### config.mk
export PLATFORM = sky130hd
export DESIGN_NAME = mux_sel_arbiter
export DESIGN_NICKNAME = d
export VERILOG_FILES = /design/src/rtl/mux_sel_arbiter.sv
export SDC_FILE = /design/constraint.sdc
export NUM_CORES = 1
export LEC_CHECK = 0
export CAP_MARGIN = 20
export CORE_MARGIN = 2
export CORE_UTILIZATION = 52
export CTS_BUF_LIST = sky130_fd_sc_hd__clkbuf_8
export CTS_CLUSTER_SIZE = 28
export DETAILED_ROUTE_END_ITERATION = 6
export GPL_ROUTABILITY_DRIVEN = 0
export HOLD_SLACK_MARGIN = 0.06
export PLACE_DENSITY = 0.81
export SYNTH_ARGS = -nofsm -noshare
export SYNTH_HDL_FRONTEND = slang
export SYNTH_SLANG_ARGS = --single-unit
### constraint.sdc
create_clock -name clk -period 2.03 [get_ports clk]
set_input_delay 0.406 -clock clk [delete_from_list [all_inputs] [get_ports clk]]
set_output_delay 0.406 -clock clk [all_outputs]
set_load 0.02 [all_outputs]
### src/rtl/mux_sel_arbiter.sv
// Round-robin arbiter that drives the select input of a downstream 4:1 mux.
// It grants one requester at a time. sel, grant and valid are all registered,
// and sel changes only on the edge that starts a new grant, so the mux output
// never sees a select change while valid is high. A grant ends on ack, when
// the requester withdraws, or when the optional timeout expires.
module mux_sel_arbiter #(
  parameter int TIMEOUT = 8,
  parameter int CNT_W   = 4
) (
  input  logic       clk,
  input  logic       rst,
  input  logic [3:0] req,
  input  logic       ack,
  output logic [1:0] sel,
  output logic [3:0] grant,
  output logic       valid,
  output logic       timeout
);

  // The timeout value must fit in the counter. A setting that does not fit
  // stops elaboration.
  if (TIMEOUT < 0 || TIMEOUT >= (1 << CNT_W)) begin : g_bad_timeout
    $error("mux_sel_arbiter: TIMEOUT must be in [0, 2**CNT_W - 1]");
  end

  typedef enum logic {
    IDLE = 1'b0,
    BUSY = 1'b1
  } state_t;

  localparam bit               TIMEOUT_EN = (TIMEOUT != 0);
  localparam logic [CNT_W-1:0] CNT_LAST   = TIMEOUT_EN ? CNT_W'(TIMEOUT - 1) : '0;
  localparam logic [CNT_W-1:0] CNT_MAX    = '1;

  state_t           state, state_n;
  logic [1:0]       ptr, ptr_n;
  logic [CNT_W-1:0] cnt, cnt_n;
  logic [1:0]       sel_n;
  logic [3:0]       grant_n;
  logic             valid_n;
  logic             timeout_n;

  logic [1:0]       pick;
  logic             pick_hit;

  // Round-robin search: find the first active request, starting at ptr.
  always_comb begin
    logic [1:0] idx;
    // NOTE: every combinational output gets a default before any branch. If a
    // path leaves one unassigned, synthesis infers a latch.
    pick     = '0;
    pick_hit = 1'b0;
    idx      = '0;
    for (int i = 0; i < 4; i++) begin
      idx = ptr + 2'(i);
      if (!pick_hit && req[idx]) begin
        pick     = idx;
        pick_hit = 1'b1;
      end
    end
  end

  // Next-state and next-output logic. In BUSY, ack has the highest priority,
  // then a withdrawn request, then the timeout.
  always_comb begin
    state_n   = state;
    ptr_n     = ptr;
    cnt_n     = cnt;
    sel_n     = sel;
    grant_n   = grant;
    valid_n   = valid;
    timeout_n = 1'b0;

    case (state)
      IDLE: begin
        if (pick_hit) begin
          sel_n   = pick;
          grant_n = 4'b0001 << pick;
          valid_n = 1'b1;
          cnt_n   = '0;
          state_n = BUSY;
        end
      end

      BUSY: begin
        if (ack) begin
          // Normal release: the next search starts just past the source that
          // was served.
          ptr_n   = sel + 2'd1;
          valid_n = 1'b0;
          grant_n = '0;
          cnt_n   = '0;
          state_n = IDLE;
        end else if (!req[sel]) begin
          // Abort: ptr does not move, so this source is still first in line
          // if it requests again.
          valid_n = 1'b0;
          grant_n = '0;
          cnt_n   = '0;
          state_n = IDLE;
        end else if (TIMEOUT_EN && cnt == CNT_LAST) begin
          ptr_n     = sel + 2'd1;
          valid_n   = 1'b0;
          grant_n   = '0;
          cnt_n     = '0;
          timeout_n = 1'b1;
          state_n   = IDLE;
        end else if (cnt != CNT_MAX) begin
          cnt_n = cnt + CNT_W'(1);
        end
      end

      default: state_n = IDLE;
    endcase
  end

  // FSM state register.
  // NOTE: reset is asynchronous, so outputs go to their reset values as soon
  // as rst rises. They do not wait for the next clock edge.
  always_ff @(posedge clk or posedge rst) begin
    if (rst) state <= IDLE;
    else     state <= state_n;
  end

  // Pointer, counter and registered outputs.
  // NOTE: sequential state uses non-blocking assignments only. All flops then
  // update together, and simulation matches the synthesized hardware.
  always_ff @(posedge clk or posedge rst) begin
    if (rst) begin
      ptr     <= '0;
      cnt     <= '0;
      sel     <= '0;
      grant   <= '0;
      valid   <= 1'b0;
      timeout <= 1'b0;
    end else begin
      ptr     <= ptr_n;
      cnt     <= cnt_n;
      sel     <= sel_n;
      grant   <= grant_n;
      valid   <= valid_n;
      timeout <= timeout_n;
    end
  end

endmodule

# Word-level counts from Yosys, hierarchy flattened
# Index checks and enable logic that the tools add are counted.
# op_classes
add_sub_neg	5
multipliers	0
n_div	0
order_cmp	5
eq_ne	5
n_shift	1
n_mux	46
n_bitwise	1
reduce_logical	12
# ops
operator	count
4-bit 2-to-1 mux	9
1-bit 2-to-1 mux	21
4-bit one-hot mux with 2 select lines	2
2-bit by 3-bit < comparator with 1-bit output, second input constant	5
2-bit 2-to-1 mux	7
1-bit binary-select mux with 2-bit select	5
2-bit AND reduction	3
5-bit by 3-bit inequality test with 1-bit output, second input constant	1
2-bit by 1-bit adder with 2-bit output, second input constant	2
2-bit adder, second input constant	2
4-bit by 1-bit adder with 4-bit output, second input constant	1
4-bit by 3-bit equality test with 1-bit output, second input constant	1
4-bit by 3-bit inequality test with 1-bit output, second input constant	1
4-bit inequality test, second input constant	1
1-bit one-hot mux with 2 select lines	2
2-bit nonzero test	2
1-bit by 2-bit << shifter with 4-bit output, first input constant	1
1-bit logical AND	3
1-bit zero test	3
3-bit AND reduction	1
2-bit inequality test, second input constant	1
1-bit inverter	1
# word_totals
register_bits	15
latch_bits	0
ramBits	0
romBits	0
wordCells	82
memories	0

# Logic depth before layout (Yosys ltp)
# Gate-level depths: netlist of the first run.
# logic_depth
ltp_word	15
depth_mapped	5
mapped_depth_nobuf	5

# Worst setup path before layout of the first run
# OpenSTA, ideal clock, no wires.
# synth_timing
kind	flip-flop to flip-flop
from	register sel[0]
to	register ptr[1]
setup_time_ns	0.128
arrival_ns	1.683
path_slack_ns	0.220
path_stages_with_launch	5
synth_period_minus_slack_ns	1.810
path_cell_list	dfrtp_1 mux4_2 nor2b_4 o21ai_4 mux2_1
# synth_between
elab_chain_cells	4
word_cells_on_any_way	8
classes_between	add/sub (1); mux (5); reduce/logical (2)
# synth_rtl
element	line_no	rtl
from (decl)	14	output logic [1:0] sel,
from (signal assigned)	139	sel <= sel_n;
2-bit by 1-bit adder with 2-bit output / 1-bit binary-select mux with 2-bit select (equally long branches)	89, 102, 94	
2-bit 2-to-1 mux / 1-bit 2-to-1 mux (equally long branches)	101, 94	
2-bit 2-to-1 mux / 2-bit nonzero test (equally long branches)	n/a	
2-bit 2-to-1 mux / 3-bit AND reduction (equally long branches)	n/a	
to (signal assigned)	137	ptr <= ptr_n;
to (decl)	36	logic [1:0] ptr, ptr_n;
# Several ways; a longest one is shown, not always the timed one. The select of a mux whose other input is x is not followed.
# A chain may end at the register's enable or synchronous reset.

# Worst setup path after layout of the first run
# layout_timing
from	input req[2]
to	register ptr[1]
# layout_between
elab_chain_cells	4
# layout_rtl
element	line_no	rtl
from (decl)	12	input logic [3:0] req,
1-bit binary-select mux with 2-bit select	94	end else if (!req[sel]) begin
1-bit 2-to-1 mux (implied by the code)	94	
2-bit nonzero test (no line)	n/a	
3-bit AND reduction (no line)	n/a	
# No other way between the ends. The select of a mux whose other input is x is not followed.

==> results of run 1 <==
[worst paths after layout]
path                            startpoint  endpoint  slack [ps]
worst max-delay path                req[2]    ptr[1]         190
worst min-delay path              grant[0]  grant[0]         480
worst max register to register      sel[0]    ptr[1]         260
worst min register to register    grant[0]  grant[0]         480
max in group asynchronous              rst    ptr[1]        1160
min in group asynchronous              rst    cnt[0]         500
[metal layers]
layer  vias up  track usage  share of wire  routed length, um
li1        317            -              -                  -
met1       290        0.288           0.46                750
met2        19        0.332           0.47                770
met3         6       0.0388          0.041                 68
met4         0        0.138          0.031                 51
met5         -            0              0                  0
[tightest hold or removal path, cell delays in order (launching register included)]
cell	delay (ps)
dfrtp_1	340
nand2_1	50
o31ai_1	60
[cells in the final DEF (no fill, tap or decap)]
master / instances
nor4_2: 1
nor2b_1: 1
nand4b_1: 1
mux4_2: 1
a211oi_1: 1
ha_1: 1
a21oi_1: 5
xor2_1: 1
a32o_1: 4
mux2i_1: 2
mux2_1: 2
nor2_1: 4
a32o_2: 1
o21ai_0: 3
inv_1: 4
nand3b_1: 1
nand2b_1: 1
dfrtp_1: 15
nor2b_4: 1
o31ai_1: 3
nand2_1: 10
clkdlybuf4s50_1: 14
clkinv_2: 1
o22ai_1: 1
o21ai_4: 1
o21a_1: 1
and2_2: 1
a21o_1: 1
clkbuf_8: 3
nor3_1: 1
nand3_1: 1
buf_4: 9
o22a_1: 1
[where the power goes]
group          total (W)  internal, W  switching (W)
sequential      0.000501     0.000399       0.000102
combinational   0.000607     0.000311       0.000296
clock           0.000242     0.000136       0.000106
total            0.00135     0.000846       0.000503
[kinds of logic (layout without fill, tap and decap cells)]
| kind of cell | after synthesis | count (layout) | share of synthesized area |
|---|---|---|---|
| AOI/OAI and AO/OA | 22 | 22 | 0.218 |
| xor gates and xnor gates | 1 | 1 | 0.0114 |
| adders and majority gates | 1 | 1 | 0.0163 |
| buffers and inverters | 4 | 31 | 0.0195 |
| DFF | 15 | 15 | 0.488 |
| muxes | 5 | 5 | 0.0845 |
| and+or+nand+nor | 23 | 23 | 0.163 |
[sequential cells by signal (all words and copies together), names as in the netlist]
| signal | count |
|---|---|
| grant | 4 |
| cnt | 4 |
| state | 1 |
| ptr | 2 |
| timeout | 1 |
| valid | 1 |
| sel | 2 |
[area by class of cell]
class / count / area (sq um)
clock buffer: 3 / 41.3
clock inverter: 1 / 5.00
fill: 86 / 292
inverter: 4 / 15.0
multi-input combinational: 52 / 379
sequential: 15 / 375
tap: 15 / 18.8
timing repair buffer: 23 / 208
[stage by stage]
| stage | power, W | instance area, sq um | std cells |
|---|---|---|---|
| final | 0.00135 | 1040 | 113 |
| after global routing | 0.00144 | 1040 | 113 |
| after CTS | 0.00137 | 1040 | 113 |
| after detailed placement | 0.00112 | 996 | 109 |
| after global placement | 0.00109 | 996 | 109 |
| after floorplan | 0.000840 | 769 | 71 |
==> metrics.cfg, run 1 <==
[synthesis]
ys_top_cells_by_area=dfrtp_1 (49%), a32o_1 (5.2%), nand2_1 (4.9%)
yosysWarnings=0
syn_area_per_cell_sq_um=10.8
synthCells=71
yosysTopAreaCell=dfrtp_1
synth-async-reset-ratio=1.00
synth_top_area_share=0.488
ys_seq_area_frac=0.488
synth_enable_flop_cells=0
ys_seq_elements=15
synth_nets=79
ys.flop_type=dfrtp_1
ys_types=29
synth_common_cells=dfrtp_1 (15), nand2_1 (10), a21oi_1 (5)
synth.most_common_cell=dfrtp_1
netlist_area_sq_um=769

[clocking]
cts_sinks=15
worstSkewPairLatency_ps=250
cts_max_path_buffers=2
cts_made_buffers=3
clk_pin_slew_worst_paths_ps=60
cts_max_level=1
clock-root-buffer=clkbuf_8
cts_resized=0
cts_tree=done
hold_buffers=0
postCtsSetupBuffers=0

[power_and_ir_drop]
p_leak_nw=0.471
ir_drop_mv=1.02
p_per_area_mw_per_mm2=1290

[timing]
drv_slew=0
slew_headroom=0.630
setup-violations-final=0
rsz0062_at_grt=false
min_period_ps=1840
fin_skew_ps=2.50
fmax_ghz=0.542
finalCritPeriodShare=0.909
tns_ps=0
setup_ws_ps=185
whs_ps=482
tightest_slew_ps=554
hold_viol_final=0

[grt]
grt_max_degree=16
overflow=0
grt_pass1_vias=631
grt.total_usage=0.220
antenna_found_initial=0
grt_pass1_wl_mm=2.82

[critical_path]
critical_path.top_delay_family=multiplexers
path_depth=5
cp.required_ps=2160
worstSetupEndpointType=register
crit_fanout=4
max_stage_delay_ps=520
rr_worst_depth=4
critPathArrivalTime_ps=1970
path_buf_inv=1
path_cells=clkdlybuf4s50_1, mux4_2, nor2b_4, o21ai_4, mux2_1
setup.worst_path.class=input pin to register
start_kind=input pin
crit_slowest_cell=mux4_2

[hold_path]
hold_depth=2
hold_class=register to register

[floorplanning]
start_util=0.577
die_h_um=42.5
die_area_sq_mm=0.00180
chipWidth_um=42.5
pin_count=15
rows=13
core_area_sq_mm=0.00133

[layout]
syn_to_final_growth_pct=35.4
drive_gt1_frac=0.194
antennaDiodeCount=0
fin_util=0.781
nets=107

[status]
status=finished, final reports clean

[detailed_routing]
routedWlPerCell_um=14.5
drc_errors=0
drt_wl_total_mm=1.64
routed_via_density=5.59
drtPass1Iterations=4
drtIter0Drc=4
vias=632
ant_nets=0

[job]
cap_viol_max_count=0

[placed_design]
dp_slack_ps=-84.1
portBuffers=14
hpwl_mm=1.29

Note: power is estimated with default switching activity, not from simulation.
==> inputs of run 2 (changes only) <==
--- a/config.mk
+++ b/config.mk
@@ -13,7 +13,8 @@
 export DETAILED_ROUTE_END_ITERATION = 6
 export GPL_ROUTABILITY_DRIVEN = 0
 export HOLD_SLACK_MARGIN = 0.06
-export PLACE_DENSITY = 0.81
+export PLACE_DENSITY = 0.8
+export SLEW_MARGIN = 20
 export SYNTH_ARGS = -nofsm -noshare
 export SYNTH_HDL_FRONTEND = slang
 export SYNTH_SLANG_ARGS = --single-unit
==> metrics.cfg, run 2 (synthesis results as in run 1) <==
[clocking]
cts_max_level=1
hold_buffers=0
worstSkewPairLatency_ps=240
cts_sinks=15
cts_max_path_buffers=2
clock-root-buffer=clkbuf_8
postCtsSetupBuffers=0
clk_pin_slew_worst_paths_ps=60
cts_resized=0
cts_tree=done
cts_made_buffers=3

[timing]
min_period_ps=1840
setup-violations-final=0
drv_slew=0
finalCritPeriodShare=0.907
rsz0062_at_grt=false
fmax_ghz=0.543
hold_viol_final=0
slew_headroom=0.623
tightest_slew_ps=565
tns_ps=0
fin_skew_ps=1.22

[placed_design]
placed_area_sq_um=996
portBuffers=14
hpwl_mm=1.25

[grt]
grt.total_usage=0.224
antenna_found_initial=0
grt_max_degree=16
overflow=0
grt_pass1_vias=683
grt_pass1_wl_mm=2.97

[detailed_routing]
top_layer=met4
vias=659
drtIter0Drc=25
drt_wl_total_mm=1.76
drtPass1Iterations=4
routedWlPerCell_um=15.5
met2WireLength_um=827
routed-wl-met3_um=64
ant_nets=0
drc_errors=0
wirelength_met1_um=829
routed_via_density=5.83

[floorplanning]
pin_count=15
start_util=0.577
rows=13
die_area_sq_mm=0.00180
core_area_sq_mm=0.00133
chipWidth_um=42.5
die_h_um=42.5

[layout]
mostFrequentLayoutCells=dfrtp_1 (15), clkdlybuf4s50_1 (14), nand2_1 (10)
final_common_cell=dfrtp_1
antennaDiodeCount=0
drive_gt1_frac=0.184
nets=107
design_area_sq_mm=0.00104
syn_to_final_growth_pct=35.3
top_regs=cnt (4), grant (4)

[critical_path]
crit_fanout=4
setup.worst_path.class=input pin to register
cp.required_ps=2160
path_buf_inv=1
max_stage_delay_ps=520
critPathArrivalTime_ps=1970
rr_startpoint=sel[0]
worstSetupEndpointType=register
crit_slowest_cell=mux4_2
start_kind=input pin
r2r-end=ptr[1]
rr_worst_depth=4
path_cells=clkdlybuf4s50_1, mux4_2, nor2b_4, o21ai_4, mux2_1
reg2reg_slack_ps=280
critical_path.top_delay_family=multiplexers

[status]
status=finished, final reports clean

[power_and_ir_drop]
p_leak_nw=0.472
p_per_area_mw_per_mm2=1290
ir_drop_mv=0.889

[hold_path]
hold_class=register to register
hold_depth=2
min_to=grant[0]
hold_start=grant[0]

[job]
cap_viol_max_count=0

==> run 2: cell types whose count changed in the layout (fill, tap and decap cells not counted) <==
cell / change
clkinv_2: -1
inv_1: +1
==> run 2: how the worst max path moves through the flow <==
stage           start  endpoint  cells after the start  slack, ps
6_report       req[3]    ptr[1]                      5        190
4_1_cts        req[0]    ptr[1]                      5        180
5_1_grt        req[3]    ptr[1]                      5        150
2_1_floorplan  sel[0]    ptr[1]                      4        220
3_3_place_gp   req[3]    ptr[1]                      5        -30
3_5_place_dp   req[0]    ptr[1]                      5        -80
==> run 2: report_power, final <==
| part | total, W | switching [W] | internal, W | leakage, nW |
|---|---|---|---|---|
| sequential | 0.000508 | 0.000108 | 0.000399 | 0.194 |
| combinational | 0.000606 | 0.000295 | 0.000311 | 0.252 |
| clock | 0.000234 | 0.000101 | 0.000134 | 0.0269 |
| total | 0.00135 | 0.000504 | 0.000844 | 0.472 |
==> run 2: metrics by stage <==
stage	util	std cells	power, W	hold WS, ps	worst slack [ps]
floorplan	-	71	0.000840	307	220
global placement	0.747	109	0.00109	466	-29.5
detailed placement	0.747	109	0.00111	475	-77.8
CTS	0.780	113	0.00135	487	180
global route	0.780	113	0.00143	505	154
finish	0.780	113	0.00135	482	188
==> run 2: cell type report <==
cell class / count / area [sq um]
Clock buffer: 3 / 41.3
Clock inverter: 1 / 3.75
Fill cell: 81 / 293
Inverter: 4 / 15.0
Multi-Input combinational cell: 52 / 379
Sequential cell: 15 / 375
Tap cell: 15 / 18.8
Timing Repair Buffer: 23 / 208
==> run 2: per-layer routing <==
| metal | global-route usage | vias up |
|---|---|---|
| met2 | 0.363 | 26 |
| met1 | 0.289 | 309 |
| li1 | - | 320 |
| met4 | 0.106 | 0 |
| met5 | 0 | - |
| met3 | 0.0388 | 4 |
==> run 2: tightest hold or removal path: stages, from the launching register on <==
cell and delay [ps]:
dfrtp_1 340, nand2_1 50, o31ai_1 60
==> inputs of run 3 (changes only) <==
--- a/config.mk
+++ b/config.mk
@@ -7,13 +7,14 @@
 export LEC_CHECK = 0
 export CAP_MARGIN = 20
 export CORE_MARGIN = 2
-export CORE_UTILIZATION = 52
+export CORE_UTILIZATION = 25
 export CTS_BUF_LIST = sky130_fd_sc_hd__clkbuf_8
 export CTS_CLUSTER_SIZE = 28
 export DETAILED_ROUTE_END_ITERATION = 6
 export GPL_ROUTABILITY_DRIVEN = 0
 export HOLD_SLACK_MARGIN = 0.06
-export PLACE_DENSITY = 0.8
+export PLACE_DENSITY = 0.45
+export SKIP_CTS_REPAIR_TIMING = 1
 export SLEW_MARGIN = 20
 export SYNTH_ARGS = -nofsm -noshare
 export SYNTH_HDL_FRONTEND = slang
==> metrics.cfg, run 3 (synthesis results as in run 1) <==
[placed_design]
dp.cells=127
portBuffers=14
dp_slack_ps=-75.5
placed_area_sq_mm=0.00102
hpwl_mm=1.29

[detailed_routing]
drc_errors=0
drtIter0Drc=21
ant_nets=0
routed_via_density=4.89
drt_wl_total_mm=1.67
drtPass1Iterations=4
vias=640
routedWlPerCell_um=12.7

[layout]
design_area_sq_mm=0.00106
syn_to_final_growth_pct=38.4
nets=107
final_common_cell=dfrtp_1
antennaDiodeCount=0
mostFrequentLayoutCells=dfrtp_1 (15), clkdlybuf4s50_1 (14), nand2_1 (10)
drive_gt1_frac=0.194
fin_cells=131
top_regs=cnt (4), grant (4)

[clocking]
cts_made_buffers=3
cts_max_level=1
clock-root-buffer=clkbuf_8
cts_sinks=15
cts_max_path_buffers=2
worstSkewPairLatency_ps=250
cts_tree=done
clk_pin_slew_worst_paths_ps=70

[critical_path]
setup.worst_path.class=input pin to register
critPathArrivalTime_ps=1970
max_stage_delay_ps=540
crit_slowest_cell=mux4_2
start_kind=input pin
cp.required_ps=2160
path_buf_inv=1
rr_startpoint=sel[0]
r2r-end=ptr[1]
crit_fanout=5
critical_path.top_delay_family=multiplexers
reg2reg_slack_ps=370
worstSetupEndpointType=register
path_cells=clkdlybuf4s50_1, mux4_2, nor2b_4, o21ai_4, mux2_1
rr_worst_depth=4

[floorplanning]
pin_count=15
core_area_sq_mm=0.00298
die_area_sq_mm=0.00354
die_h_um=59.5
start_util=0.258
chipWidth_um=59.5
rows=20

[timing]
drv_slew=0
setup-violations-final=0
fin_skew_ps=5.57
finalCritPeriodShare=0.905
tightest_slew_ps=576
rsz0062_at_grt=false
setup_ws_ps=193
hold_viol_final=0
min_period_ps=1840
slew_headroom=0.615
fmax_ghz=0.544

[hold_path]
hold_depth=2
hold_start=valid
hold_class=register to register
min_to=valid

[grt]
overflow=0
grt.total_usage=0.113
antenna_found_initial=0
grt_pass1_vias=637
grt_pass1_wl_mm=2.95
grt_max_degree=16

[job]
cap_viol_max_count=0

[status]
status=finished, final reports clean

[power_and_ir_drop]
ir_drop_mv=0.526
p_leak_nw=0.471
p_per_area_mw_per_mm2=1260

==> run 3: cell type report <==
cell class	count	area, sq um
tap	33	41.3
clock buffer	3	41.3
inverter	4	15.0
multi-input combinational	52	379
sequential	15	375
fill	305	1910
timing repair buffer	23	208
clock inverter	1	5.00
==> run 3: worst reg2reg max path: stages (launching register included) <==
cell and delay, ps:
dfrtp_1 370, mux4_2 570, nor2b_4 160, o21ai_4 130
mux2_1 330
==> run 3: layer usage <==
layer	GRT usage	wire length, um	vias up	share of wire
met5	0	0	-	0
met4	0.0584	27	0	0.016
met1	0.153	839	307	0.50
met3	0.0197	37	2	0.022
met2	0.173	763	11	0.46
li1	-	-	320	-
==> run 3: power breakdown <==
group	internal (W)	leakage, nW	switching (W)
sequential	0.000399	0.194	0.0000906
combinational	0.000310	0.252	0.000296
clock	0.000136	0.0255	0.000107
==> run 3: through the flow <==
| stage | util | total power [W] | TNS, ps | hold slack, ps |
|---|---|---|---|---|
| after detailed placement | 0.342 | 0.00111 | -81.2 | 472 |
| after global placement | 0.342 | 0.00111 | -50.8 | 467 |
| after global routing | 0.358 | 0.00143 | 0 | 522 |
| after floorplan | - | 0.000840 | 0 | 307 |
| after CTS | 0.358 | 0.00136 | 0 | 492 |
| final | 0.358 | 0.00134 | 0 | 485 |
==> run 3: worst max path at each step <==
stage | from | to | slack (ps) | depth (start not counted)
4_1_cts | req[3] | ptr[1] | 190 | 5
3_3_place_gp | req[3] | ptr[1] | -50 | 5
6_report | req[3] | ptr[1] | 190 | 5
3_5_place_dp | req[3] | ptr[1] | -80 | 5
5_1_grt | req[2] | ptr[1] | 140 | 5
2_1_floorplan | sel[0] | ptr[1] | 220 | 4
==> patch 1: new RTL, settings of run 1 <==
Register the output `timeout` once more; this adds one clock of latency there. The other outputs are not delayed to match.
--- a/src/rtl/mux_sel_arbiter.sv
+++ b/src/rtl/mux_sel_arbiter.sv
@@ -18,2 +18,4 @@
 );
+
+  logic timeout_s0;
 
@@ -134,3 +136,3 @@
       valid   <= 1'b0;
-      timeout <= 1'b0;
+      timeout_s0 <= 1'b0;
     end else begin
@@ -141,4 +143,8 @@
       valid   <= valid_n;
-      timeout <= timeout_n;
+      timeout_s0 <= timeout_n;
     end
+  end
+
+  always_ff @(posedge clk) begin
+    timeout <= timeout_s0;
   end
Behaviour: not the same (Yosys sat finds a counterexample within 10 cycles, from zero or initial values and one cycle with rst high).
==> patch 1 against run 1 <==
  * Area after synthesis increased by 5.7%
  * Via count increased by 0.95%
  * Total power increased by 5.3%
  * Sequential cell count increased by 1
  * Clock skew increased by 3.0 ps
  * Wire length increased by 4.4%
  * First-iteration DRC count increased to 4.0 times the old value
  * Worst setup slack improved by 57 ps
  * Final area increased by 3.5%
  * Register-to-register slack improved by 150 ps
==> patch 1: results (changes against run 1) <==
[worst_setup_path]
r2r_start=sel[0]$_DFFE_PP0P_  ; unchanged
ff2ff_setup_slack_ps=410  ; was 260 ps
cp.arrival_ps=1930  ; was 1970 ps
ff2ff_path_depth=4  ; unchanged
r2r_end=ptr[1]$_DFFE_PP0P_  ; unchanged
cp_max_fo=2  ; was 4

[global_routing]
grt_use_total_pct=21.5  ; was 22.0%
antenna_found_initial=0  ; unchanged
grt_pass1_wl_microns=2940  ; was 2820 microns
grt_max_degree=16  ; unchanged
grt_pass1_vias=664  ; was 631

[synth]
yosys_warnings=0  ; unchanged
synth_fp_nets=77  ; was 79
ys_types=32  ; was 29
synth_common_cells=15 x dfrtp_1, 5 x nand2_1, 4 x a21oi_1, 4 x a32o_1  ; was 15 x dfrtp_1, 10 x nand2_1, 5 x a21oi_1
ys_top_cells_by_area=dfrtp_1 46%, a32o_1 4.9%, mux2i_1 3.7%  ; was dfrtp_1 49%, a32o_1 5.2%, nand2_1 4.9%
synth_top_flop_cell=dfrtp_1  ; unchanged
ys_async_sr_fraction_pct=93.8  ; was 100%
yosysSeqAreaShare_pct=48.6  ; was 48.8%

[min_path]
worstHoldStart=timeout_s0$_DFF_PP0_  ; was grant[0]$_DFFE_PP0P_
hold_end=timeout$_DFF_P_  ; was grant[0]$_DFFE_PP0P_
hold_path.class=flip-flop to flip-flop  ; unchanged
hold_path_depth=0  ; was 2

[finish]
biggestRegsByFlops=cnt (4), grant (4)  ; unchanged
drive_gt1_share_pct=22.1  ; was 19.4%
fin_nets=104  ; was 107
fillers=111  ; was 86
diodes=0  ; unchanged

[sta]
slew_headroom_pct=62.3  ; was 63.0%
skew_ps=5.45  ; was 2.50 ps
setup_viol=0  ; unchanged

[clocking]
cts_htree_levels=1  ; unchanged
clk_latency_ps=250  ; about the same
numCtsBuffers=3  ; unchanged
post_cts_buffers=0  ; unchanged
clk_pin_slew_worst_paths_ps=60  ; about the same
clockBufferDepth=2  ; unchanged
root_buffer=clkbuf_8  ; unchanged
cts_resized=0  ; unchanged

[outcome]
status=completed  ; unchanged

[placement]
io_buffers=14  ; unchanged
dp_hpwl_microns=1340  ; was 1290 microns
place_ws_ps=-35.4  ; was -84.1 ps
dpl-instance-area_sq_mm=0.00103  ; was 996 sq um

[detailed_routing]
drt-initial-drc-count=16  ; was 4
drt-total-wl_microns=1710  ; was 1640 microns
viasPerCell=5.75  ; was 5.59
dr.pass1.iters=4  ; unchanged

[pwr]
ir_worst_vdd_uv=855  ; was 1020 uV
leakage_nw=0.471  ; about the same

patch 1: cells by family (layout without fill, tap and decap cells):
kind of cell | count (synthesis) | count (layout) | share of synthesized area (%)
AND/OR/NAND/NOR | 19 | 19 | 14.9
buffers and inverters | 3 | 29 | 1.38
multiplexers | 7 | 7 | 10.6
adder cells (fa/ha/maj) | 1 | 1 | 1.54
XOR/XNOR | 1 | 1 | 1.08
AO/OA/AOI/OAI | 22 | 22 | 21.8
flip-flops | 16 | 16 | 48.6
patch 1: per-layer routing:
| layer | global-route usage, % | up-vias | share of wire, % |
|---|---|---|---|
| met1 | 30.9 | 308 | 49 |
| met3 | 5.00 | 3 | 2.5 |
| li1 | - | 314 | - |
| met4 | 9.09 | 0 | 1.3 |
| met2 | 31.2 | 13 | 47 |
| met5 | 0 | - | 0 |
patch 1: layout make-up:
cell class / instances / area share (%)
clock buffers: 3 / 3.83
clock inverters: 1 / 0.348
inverters: 3 / 1.04
multi-input cells: 50 / 37.7
flip-flops and latches: 16 / 36.7
well taps: 16 / 1.86
repair buffers: 22 / 18.6
patch 1: power by group:
group,internal [mW],switching (mW)
Sequential,0.423,0.107
Clock,0.134,0.107
Combinational,0.352,0.298
Total,0.909,0.512
patch 1: stage by stage:
step                      hold slack (ps)  total power, mW  std cells  setup TNS, ps  util (%)
after floorplan                       307            0.903         69              0         -
after global placement                328             1.16        107          -24.4      69.4
after detailed placement              350             1.19        107           -105      69.4
after CTS                             363             1.43        111              0      72.4
after global routing                  364             1.50        111              0      72.4
final                                 355             1.42        111              0      72.4
patch 1: how the worst max path moves through the flow:
stage	slack [ps]	depth (start not counted)	startpoint	end
floorplan	230	4	sel[0]$_DFFE_PP0P_	ptr[1]$_DFFE_PP0P_
global placement	-20	5	req[3]	ptr[1]$_DFFE_PP0P_
detailed placement	-40	5	req[2]	ptr[1]$_DFFE_PP0P_
CTS	230	5	req[2]	ptr[1]$_DFFE_PP0P_
global route	170	6	req[0]	cnt[2]$_DFFE_PP0P_
finish	240	5	req[2]	ptr[1]$_DFFE_PP0P_
patch 1: worst max-delay path, stage by stage:
cell and delay (ps):
clkdlybuf4s50_1 420, mux4_2 490, nor2b_4 150, o21ai_4 130, mux2_1 320
==> patch 2: new RTL, settings of run 1 <==
Without the edit above. Change the parameter `CNT_W` from 4 to 5.
--- a/src/rtl/mux_sel_arbiter.sv
+++ b/src/rtl/mux_sel_arbiter.sv
@@ -7,3 +7,3 @@
   parameter int TIMEOUT = 8,
-  parameter int CNT_W   = 4
+  parameter int CNT_W   = 5
 ) (
Check against the original RTL: no difference found for any inputs over 10 cycles, from zero or initial values and one cycle with rst high; that may be too few to reach the edited logic, so the function may still have changed.
==> patch 2 against run 1 <==
  * Sequential power increased by 6.4%
  * Largest power group unchanged
  * Clock skew is 0.84 ps higher
  * Cell count grew 4.4%
  * Final area is 9.1% higher
  * Combinational power rose by 2%
  * Critical path type unchanged
  * Hold slack better by 9.5 ps
  * Worst setup slack got worse by 27 ps
  * Wire length increased by 11%
  * Total power grew 6.1%
  * Area after synthesis up 11%
  * Sequential cell count is 1 higher
==> patch 2: results (changes against run 1) <==
[outcome]
status=completed  ; unchanged

[synth]
ys_types=33  ; was 29
ys_top_cells_by_area=dfrtp_1 47%, a32o_1 4.7%, nor2_1 3.1%  ; was dfrtp_1 49%, a32o_1 5.2%, nand2_1 4.9%
yosysSeqAreaShare_pct=46.9  ; was 48.8%
synth_fp_nets=84  ; was 79
synth_common_cells=16 x dfrtp_1, 7 x nor2_1, 5 x nand2_1  ; was 15 x dfrtp_1, 10 x nand2_1, 5 x a21oi_1

[placement]
place_ws_ps=-95.9  ; was -84.1 ps
dp_hpwl_microns=1330  ; was 1290 microns

[detailed_routing]
wl_per_cell_microns=15.4  ; was 14.5 microns
viasPerCell=5.82  ; was 5.59

[global_routing]
grt_pass1_vias=727  ; was 631
grt_pass1_wl_microns=3140  ; was 2820 microns

[pwr]
seq_power_share_pct=37.3  ; was 37.1%
ir_worst_vdd_uv=1050  ; was 1020 uV
p_comb_mw=0.620  ; was 0.607 mW
leakage_nw=0.530  ; was 0.471 nW

[min_path]
hold_path_depth=1  ; was 2

[worst_setup_path]
cp.arrival_ps=2000  ; was 1970 ps
ff2ff_setup_slack_ps=280  ; was 260 ps
setup.worst_path.start=req[0]  ; was req[2]
ff2ff_path_depth=7  ; was 4

[finish]
drive_gt1_share_pct=20.6  ; was 19.4%
num-clock-buffers=4  ; was 3
finalInstanceArea_sq_mm=0.00114  ; was 0.00104 sq mm
seq_share_pct=35.2  ; was 36.0%
final_util_pct=74.6  ; was 78.1%
finalNonFillerCells=118  ; was 113

[sta]
period_needed_ps=1870  ; was 1840 ps
skew_ps=3.33  ; was 2.50 ps
slew_headroom_pct=61.9  ; was 63.0%

[patch 2: cell types whose count changed after synthesis, sizes merged, moves of 2 or more]
cell | run 1 | this run
nand2 | 10 | 5
o31ai | 3 | 0
nor2 | 4 | 7
nand2b | 1 | 4
mux2 | 2 | 4
a21oi | 5 | 3
a22o | 0 | 2
a211o | 0 | 2
[patch 2: cells by family (layout without fill, tap and decap cells)]
family	after synthesis	count (layout)	synth area share (%)
buffers and inverters	3	30	1.32
and+or+nand+nor	28	28	19.6
AOI/OAI and AO/OA	18	18	17.6
adders and majority gates	2	2	2.93
muxes	7	7	10.7
xor gates and xnor gates	1	1	1.03
DFF	16	16	46.9
[patch 2: worst register-to-register path: cells and delay by family, from the launching register on]
family,cells,cell delay [ps]
and+or+nand+nor,4,540
AOI/OAI and AO/OA,1,250
DFF,1,400
adders and majority gates,2,460
[patch 2: metal layers]
metal | GRT usage, % | wire length [microns]
met1 | 28.2 | 852
met3 | 4.90 | 47
met2 | 37.4 | 908
met4 | 7.88 | 9
met5 | 0 | 0
